[config.mk]
export PLATFORM = sky130hd
export DESIGN_NAME = sort_buffer
export DESIGN_NICKNAME = d
export VERILOG_FILES = /design/src/rtl/sort_buffer_pkg.sv /design/src/rtl/sort_cmp_swap.sv /design/src/rtl/sort_buffer.sv
export SDC_FILE = /design/constraint.sdc
export NUM_CORES = 1
export LEC_CHECK = 0
export CORE_MARGIN = 2
export CORE_UTILIZATION = 45
export DETAILED_ROUTE_END_ITERATION = 7
export GPL_ROUTABILITY_DRIVEN = 1
export SETUP_SLACK_MARGIN = 0.4
export SKIP_LAST_GASP = 1
export SYNTH_ARGS = -nofsm -noshare
export SYNTH_HDL_FRONTEND = slang
export SYNTH_SLANG_ARGS = --single-unit
[constraint.sdc]
create_clock -name clk -period 3.7 [get_ports clk]
set_clock_uncertainty 0.2 [all_clocks]
set_input_delay 0.74 -clock clk [delete_from_list [all_inputs] [get_ports clk]]
set_output_delay 0.74 -clock clk [all_outputs]
set_load 0.03 [all_outputs]
[src/rtl/sort_buffer_pkg.sv]
// Shared definitions for the sort buffer: command codes, FSM states, storage modes.
package sort_buffer_pkg;

  typedef enum logic [1:0] {
    OP_POP  = 2'd0,
    OP_PUSH = 2'd1,
    OP_SORT = 2'd2,
    OP_NOP  = 2'd3
  } op_e;

  typedef enum logic [1:0] {
    ST_LOAD = 2'd0,
    ST_SORT = 2'd1,
    ST_OUT  = 2'd2
  } state_e;

  localparam logic MODE_STACK = 1'b0;
  localparam logic MODE_QUEUE = 1'b1;

endpackage

[src/rtl/sort_cmp_swap.sv]
// Compare-exchange cell. When enabled, orders the pair (a at the lower index, b at the
// higher index) so that the lower index holds the smaller value (larger when desc).
// Equal values are never exchanged, so the sort is stable.
module sort_cmp_swap
  import sort_buffer_pkg::*;
#(
  parameter int DATA_W = 5
) (
  input  logic [DATA_W-1:0] a,
  input  logic [DATA_W-1:0] b,
  input  logic              desc,
  input  logic              en,
  output logic [DATA_W-1:0] lo_out,
  output logic [DATA_W-1:0] hi_out
);

  logic swap_s;

  // Decide whether the pair is out of order and route it accordingly.
  always_comb begin
    swap_s = 1'b0;
    lo_out = a;
    hi_out = b;
    if (en) begin
      if (desc) begin
        swap_s = (a < b);
      end else begin
        swap_s = (a > b);
      end
    end else begin
      swap_s = 1'b0;
    end
    if (swap_s) begin
      lo_out = b;
      hi_out = a;
    end else begin
      lo_out = a;
      hi_out = b;
    end
  end

endmodule

[src/rtl/sort_buffer.sv]
// Stack/queue buffer that loads entries, sorts them with an odd-even transposition
// network (one phase per cycle) and streams the valid entries out, buf[0] first.
module sort_buffer
  import sort_buffer_pkg::*;
#(
  parameter int DATA_W = 5,
  parameter int DEPTH  = 10
) (
  input  logic              clk,
  input  logic              rst,
  input  logic              cfg_valid,
  input  logic              cfg_mode,
  input  logic              cfg_desc,
  input  logic              in_valid,
  input  logic [1:0]        op,
  input  logic [DATA_W-1:0] in,
  output logic              busy,
  output logic              full,
  output logic              empty,
  output logic              err,
  output logic              out_valid,
  output logic [DATA_W-1:0] out,
  output logic              out_last
);

  localparam int CNT_W = $clog2(DEPTH + 1);
  localparam int PH_W  = $clog2(DEPTH);
  localparam logic [CNT_W-1:0] CNT_ONE = CNT_W'(1'b1);
  localparam logic [PH_W-1:0]  PH_ONE  = PH_W'(1'b1);

  state_e              state_r, state_nxt_s;
  logic [CNT_W-1:0]    count_r, out_idx_r;
  logic [PH_W-1:0]     phase_r;
  logic [DATA_W-1:0]   buf_r [DEPTH];
  logic [DATA_W-1:0]   net_s [DEPTH];
  logic [DATA_W-1:0]   lo_s  [DEPTH-1];
  logic [DATA_W-1:0]   hi_s  [DEPTH-1];
  logic [DEPTH-2:0]    cell_en_s;
  logic                mode_r, desc_r;
  logic                err_r, out_valid_r, out_last_r;
  logic [DATA_W-1:0]   out_r;
  logic                full_s, empty_s, last_phase_s;

  assign full_s       = (count_r == CNT_W'(DEPTH));
  assign empty_s      = (count_r == {CNT_W{1'b0}});
  assign last_phase_s = (phase_r == PH_W'(DEPTH - 1));

  assign busy      = (state_r != ST_LOAD);
  assign full      = full_s;
  assign empty     = empty_s;
  assign err       = err_r;
  assign out_valid = out_valid_r;
  assign out       = out_r;
  assign out_last  = out_last_r;

  // One cell per adjacent pair; even phases use pairs starting at even indices, odd
  // phases those starting at odd indices. Pairs touching an empty slot stay idle.
  for (genvar g = 0; g < DEPTH - 1; g++) begin : g_cell
    assign cell_en_s[g] = (state_r == ST_SORT) && (phase_r[0] == 1'(g % 2)) &&
                          (CNT_W'(g + 1) < count_r);
    sort_cmp_swap #(.DATA_W(DATA_W)) u_cell (
      .a      (buf_r[g]),
      .b      (buf_r[g+1]),
      .desc   (desc_r),
      .en     (cell_en_s[g]),
      .lo_out (lo_s[g]),
      .hi_out (hi_s[g])
    );
  end

  // Gather the buffer image after the current phase; disabled cells pass data through.
  always_comb begin
    for (int j = 0; j < DEPTH; j++) begin
      net_s[j] = buf_r[j];
    end
    net_s[0] = cell_en_s[0] ? lo_s[0] : buf_r[0];
    for (int j = 1; j < DEPTH - 1; j++) begin
      net_s[j] = cell_en_s[j] ? lo_s[j] : (cell_en_s[j-1] ? hi_s[j-1] : buf_r[j]);
    end
    net_s[DEPTH-1] = cell_en_s[DEPTH-2] ? hi_s[DEPTH-2] : buf_r[DEPTH-1];
  end

  // FSM state register.
  always_ff @(posedge clk) begin
    if (rst) begin
      state_r <= ST_LOAD;
    end else begin
      state_r <= state_nxt_s;
    end
  end

  // FSM next-state: LOAD until sort, DEPTH sort phases, then stream unless empty.
  always_comb begin
    state_nxt_s = state_r;
    case (state_r)
      ST_LOAD: begin
        if (in_valid && (op == OP_SORT)) begin
          state_nxt_s = ST_SORT;
        end else begin
          state_nxt_s = ST_LOAD;
        end
      end
      ST_SORT: begin
        if (last_phase_s) begin
          state_nxt_s = empty_s ? ST_LOAD : ST_OUT;
        end else begin
          state_nxt_s = ST_SORT;
        end
      end
      ST_OUT: begin
        if (out_idx_r == count_r) begin
          state_nxt_s = ST_LOAD;
        end else begin
          state_nxt_s = ST_OUT;
        end
      end
      default: state_nxt_s = ST_LOAD;
    endcase
  end

  // Storage, configuration, sort phase counter and registered output stream.
  always_ff @(posedge clk) begin
    if (rst) begin
      count_r     <= {CNT_W{1'b0}};
      out_idx_r   <= {CNT_W{1'b0}};
      phase_r     <= {PH_W{1'b0}};
      mode_r      <= MODE_STACK;
      desc_r      <= 1'b0;
      err_r       <= 1'b0;
      out_valid_r <= 1'b0;
      out_last_r  <= 1'b0;
      out_r       <= {DATA_W{1'b0}};
      for (int i = 0; i < DEPTH; i++) begin
        buf_r[i] <= {DATA_W{1'b0}};
      end
    end else begin
      err_r <= 1'b0;
      case (state_r)
        ST_LOAD: begin
          if (cfg_valid) begin
            mode_r <= cfg_mode;
            desc_r <= cfg_desc;
          end
          if (in_valid) begin
            case (op)
              OP_PUSH: begin
                if (full_s) begin
                  err_r <= 1'b1;
                end else begin
                  buf_r[count_r] <= in;
                  count_r        <= count_r + CNT_ONE;
                end
              end
              OP_POP: begin
                if (empty_s) begin
                  err_r <= 1'b1;
                end else if (mode_r == MODE_QUEUE) begin
                  for (int i = 0; i < DEPTH - 1; i++) begin
                    buf_r[i] <= buf_r[i+1];
                  end
                  buf_r[DEPTH-1] <= {DATA_W{1'b0}};
                  count_r        <= count_r - CNT_ONE;
                end else begin
                  buf_r[count_r - CNT_ONE] <= {DATA_W{1'b0}};
                  count_r                  <= count_r - CNT_ONE;
                end
              end
              OP_SORT: phase_r <= {PH_W{1'b0}};
              default: ;
            endcase
          end
        end
        ST_SORT: begin
          if (in_valid) begin
            err_r <= 1'b1;
          end
          for (int i = 0; i < DEPTH; i++) begin
            buf_r[i] <= net_s[i];
          end
          phase_r <= phase_r + PH_ONE;
          // The first entry leaves straight from the final phase so the stream has no gap.
          if (last_phase_s) begin
            phase_r <= {PH_W{1'b0}};
            if (!empty_s) begin
              out_r       <= net_s[0];
              out_valid_r <= 1'b1;
              out_last_r  <= (count_r == CNT_ONE);
              out_idx_r   <= CNT_ONE;
            end
          end
        end
        ST_OUT: begin
          if (in_valid) begin
            err_r <= 1'b1;
          end
          if (out_idx_r != count_r) begin
            out_r       <= buf_r[out_idx_r];
            out_valid_r <= 1'b1;
            out_last_r  <= (out_idx_r == (count_r - CNT_ONE));
            out_idx_r   <= out_idx_r + CNT_ONE;
          end else begin
            out_r       <= {DATA_W{1'b0}};
            out_valid_r <= 1'b0;
            out_last_r  <= 1'b0;
            out_idx_r   <= {CNT_W{1'b0}};
            count_r     <= {CNT_W{1'b0}};
            for (int i = 0; i < DEPTH; i++) begin
              buf_r[i] <= {DATA_W{1'b0}};
            end
          end
        end
        default: begin
          out_valid_r <= 1'b0;
          out_last_r  <= 1'b0;
          out_r       <= {DATA_W{1'b0}};
        end
      endcase
    end
  end

endmodule

* Word-level counts from Yosys, hierarchy flattened *
Memories as Yosys holds them, arrays and structs flattened. A register that Yosys moved wholly into a read port is not among the register bits.
Cells that the tools add are included.

word-level totals
  flip-flop bits (word level) = 24
  bits in latches = 0
  bits in writable memories = 50
  ROM bits = 0
  output and inout port bits = 11
  memories kept = 1

cells by class
  add/sub/neg operators = 4
  multipliers = 0
  div/mod/pow operators = 0
  order comparisons = 27
  equality and inequality tests = 18
  shift operators = 0
  mux-type cells = 158
  bitwise gates (word level) = 32
  reductions and logical operators = 27

memory list
  name   depth  width  rd ports  clocked after Yosys merged registers in  wr ports  RTL line           RTL
  buf_r  10     5      11        1                                        10        sort_buffer.sv:34  logic [DATA_W-1:0] buf_r [DEPTH];

operators by type and width
  operator                                            number
  2-to-1 mux 5 bit                                    71
  2-to-1 mux 1 bit                                    60
  2-to-1 mux 4 bit                                    14
  greater-than comparator 5 bit                       9
  < comparator 5 bit                                  9
  case mux 4 bit (2 select lines)                     4
  bitwise OR 1 bit                                    30
  < comparator 3 x 4 -> 1 bit (first input constant)  4
  case mux 5 bit (3 select lines)                     1
  adder 4 x 1 -> 4 bit (second input constant)        3
  logical AND 1 bit                                   12
  != test 2 bit (second input constant)               5
  OR reduction 5 bit                                  2
  AND reduction 3 bit                                 3
  == test 4 bit                                       2
  == test 4 bit (second input constant)               2
  < comparator 2 x 4 -> 1 bit (first input constant)  2
  < comparator 4 bit (first input constant)           2
  nonzero test 2 bit                                  4
  2-to-1 mux 2 bit                                    3
  != test 3 bit (second input constant)               2
  case mux 1 bit (3 select lines)                     2
  case mux 2 bit (3 select lines)                     1
  AND reduction 6 bit                                 1
  other kinds (13)                                    18

* Logic depth before layout (Yosys ltp) *
  depth after elaboration = 12
  gate-level depth with buffers = 12

* Hierarchy *
A second synthesis with hierarchy kept.

unflattened totals
  cells, all modules = 1387
  area total of the unflattened synthesis = 12271.8 sq um

by module, submodules not included
  module         times used  cells each  area an instance (sq um)  seq. area each (sq um)
  sort_buffer    1           631         6900.4                    2962.8
  sort_cmp_swap  9           84          596.8                     0.0

* Worst setup path after synthesis *
Ideal clock, no wire load.

  path kind = flip-flop to flip-flop
  start = register count_r[1]
  end = memory buf_r[6][0] (enable)
  arrival = 2.503 ns
  data required time = 3.140 ns
  slack = 0.637 ns
  stages on the path, launching flop included = 11
  period minus slack after synthesis = 3.063 ns
  cells stage by stage = dfxtp_1 > clkbuf_1 > inv_1 > ha_1 > or3b_4 > nand3_4 > mux2i_1 > or4_1 > buf_2 > and2_1 > a31oi_1

RTL lines
  element                   RTL line            RTL
  start: declaration        sort_buffer.sv:32   logic [CNT_W-1:0] count_r, out_idx_r;
  start signal: assignment  sort_buffer.sv:124  count_r <= {CNT_W{1'b0}};
  start signal: assignment  sort_buffer.sv:151  count_r <= count_r + CNT_ONE;
  start signal: assignment  sort_buffer.sv:162  count_r <= count_r - CNT_ONE;
  end: declaration          sort_buffer.sv:34

==> impl_results.md <==
- RSZ-0062 raised after global routing: no
- # diodes: 0
- Max_cap viols: 0
- Antenna viol nets, final: 0
- Area grow syn2layout: 11.7%
- Height of the die: 134 µm
- FF-to-FF Start: count_r[2]$_SDFFE_PP0P_
- Global route overflow: 0
- Sw power: 0.924 mW
- Logic pwr share: 19.6%
- Core footprint: 16600 µm²
- Vias: 6476
- Status: finished, final reports clean
- R2R setup slack: 0.63 ns
- Die footprint: 18000 µm²
- Mean Syn Cell Area: 9.73 µm²
- Synth Register Bits: 108
- Crit path DAT: 3.00 ns
- Drt wl/cell: 23.3 µm
- Worst slew margin: 33.7%
- Primary FF master, synth: edfxtp_1
- Sequential-to-total area share from yosys stat: 38.9%
- CP Max Fanout: 12
- Max Root-Sink Buffers: 2
- Final #Nets: 881
- Clock Pin Slew Worst Setup and Hold Paths: 0.07 ns
- First-pass GRT wire length: 37100 µm
- GP Congestion: 0.951
- Crit path launch type: input pin
- Least-Margin Pin Slew: 0.994 ns
- Hold Crit Class: flop to flop
- Die W: 134 µm
- Vias in the first global route: 6271
- Critical path's slowest cell: or4_1
- Reg2reg path depth: 7
- Setup ws final: 0.532 ns
- Crit path capture type: flop
- Clock power frac: 31.8%
- Site Rows: 47
- Commonest non-fill, non-tap cell in the layout: nand2_1
- Lkg Pwr: 3.44 nW
- Post-Syn Nets: 851
- Layout cells sized above 1: 11.3%
- Final Hold Viols: 0
- Finished Layout Cells: 1037
- I/O Pins: 24
- Internal power: 2.10 mW
- Clk sinks: 108
- Cells after Synth: 782
- Final setup viols: 0
- CTS tree: built
- Max Freq: 316 MHz
- Drt pass-1 iters: 7
- Fin crit period: 3.17 ns
- Hpwl dp: 18400 µm
- Final core occ: 51.2%
- IO buf count: 23
- Met3 WL post-DR: 2140 µm
- Max incr delay on CP: 0.47 ns
- Total track usage: 27.6%
- Hold path endpoint: out_valid$_SDFFE_PP0P_
- Final Max Tran Viols: 0
- Largest net degree at the start of global routing: 30
- Max rail drop VDD: 0.000256 V
- Detailed Route Iter0 Violations: 789
- Starting Density: 45.9%
- Wl on met1: 9880 µm
- Initial antenna violation count: 0
- Pwr/cell area: 355 nW/µm²
- Placement Setup Slack: -0.105 ns
- H-tree Lvls: 3
- Total power: 3.02 mW
- Clk Latency, worst-skew pair: 0.36 ns
- Number of vias per cell: 6.24
- Post-synth EDFFs: 80
- DRC: 0
- Cell Area, Synth: 7610 µm²
- Synth cell types: 69
- WL met2: 11200 µm
- Crit-path cells: clkdlybuf4s50_1 > and4bb_1 > nand3_4 > mux2i_1 > or4_1 > and2_1 > a41oi_2
- FFs w/ async S/R, synth: 0%
- Wirelength, routed: 24200 µm
- RR Endpoint: buf_r[4][0]$_DFFE_PP_
- Most frequent cells in the layout: nand2_1, edfxtp_1, inv_1
- Switching Fraction: 30.6%
- Fin crit share: 85.6%
- CTS buffer count: 9
- Synth warn: 0
- HP Start: out_valid$_SDFFE_PP0P_
- Share of total power in sequential cells: 48.6%
- Placed Cells: 1020
- Hold depth: 2
- Data required, critical path: 3.53 ns
- Clock root cell: clkbuf_16
- Top sig layer: met4
- Critical path type: input pin to flop
-- cell type report --
class / count / area (µm²)
timing repair buffer: 58 / 490
clock inverter: 3 / 21.3
tap: 220 / 275
sequential: 108 / 2960
fill: 1539 / 8090
clock buffer: 13 / 260
multi-input combinational: 569 / 4240
inverter: 66 / 248
-- cells by family (layout without fill, tap and decap cells) --
logic type / count (synthesis) / in the layout / share of synthesized area [%]
flops: 108 / 108 / 38.9
mux: 85 / 85 / 14.6
xor+xnor: 8 / 8 / 0.921
buf+inv: 105 / 140 / 5.61
simple gates: 250 / 250 / 16.5
fa+ha+maj: 56 / 56 / 9.21
compound gates: 170 / 170 / 14.2
-- cell usage after synthesis (6+ instances only) --
cell      count  area share (%)
a211oi_1     10            0.99
a21o_1        7            0.69
a21oi_1      47             3.1
a31oi_1       8            0.66
and3_1        8            0.66
buf_2        14            0.92
clkbuf_1     18            0.89
dfxtp_1      28             7.4
edfxtp_1     80              32
ha_1         56             9.2
inv_1        66             3.3
mux2i_1      60             7.9
mux4_2       20             5.9
nand2_1      90             4.4
nand2b_1      6            0.49
nand3_1      29             1.9
nand4_1       8            0.66
nor2_1       45             2.2
nor2b_1      24             2.0
o21ai_0      32             2.1
o22ai_1      22             1.8
xor2_1        6            0.69
-- worst max path at each step --
stage | startpoint | to | slack [ns] | cells past startpoint
after detailed placement | op[0] | buf_r[0][0]$_DFFE_PP_ | -0.11 | 8
final | op[1] | buf_r[4][0]$_DFFE_PP_ | 0.53 | 7
after global routing | op[1] | buf_r[6][2]$_DFFE_PP_ | 0.45 | 7
after CTS | op[1] | buf_r[6][2]$_DFFE_PP_ | 0.45 | 7
after floorplan | count_r[1]$_SDFFE_PP0P_ | buf_r[6][0]$_DFFE_PP_ | 0.64 | 10
after global placement | op[0] | buf_r[0][2]$_DFFE_PP_ | 0.10 | 8
-- worst max-delay path: cells and delay by family --
family                 cells  cell delay [ns]
muxes                      1             0.19
buffers and inverters      1             0.42
and+or+nand+nor            4             1.31
AOI/OAI and AO/OA          1             0.32
-- power groups by stage --
stage	Sequential, mW	Clock [mW]	Combinational, mW
floorplan	1.42	0	0.404
finish	1.47	0.961	0.592
CTS	1.46	0.970	0.580
global placement	1.49	0	0.558
detailed placement	1.49	0	0.575
global route	1.47	1.01	0.649
-- registers in the layout, indices dropped and copies added, names as in the netlist, named ones only --
name and count:
out_idx_r 4, out 5, mode_r 1, desc_r 1, count_r 4, phase_r 4, buf_r 80, out_last 1
state_r 2, out_valid 1, err 1
-- metal layers --
layer / vias up / GRT usage, %
met5: - / 0
met4: 0 / 11.6
met3: 69 / 4.80
met2: 337 / 44.8
met1: 3121 / 36.5
li1: 2949 / -
-- stage by stage --
stage                     hold WS, ns  TNS, ns  area [µm²]
final                           0.271        0        8490
after global routing            0.300        0        8490
after CTS                       0.274        0        8480
after detailed placement        0.265   -0.501        8190
after global placement          0.258        0        8190
after floorplan                 0.262        0        7610
-- repair_timing --
action,4_1_cts,5_1_grt
resized for setup,1,5
setup buffers,0,0
cloned,0,0
endpoints found under the hold margin,0,0
pin swaps,0,0
endpoints found under the setup margin,20,39
hold buffers,0,0
(Power assumes the default switching activity.)
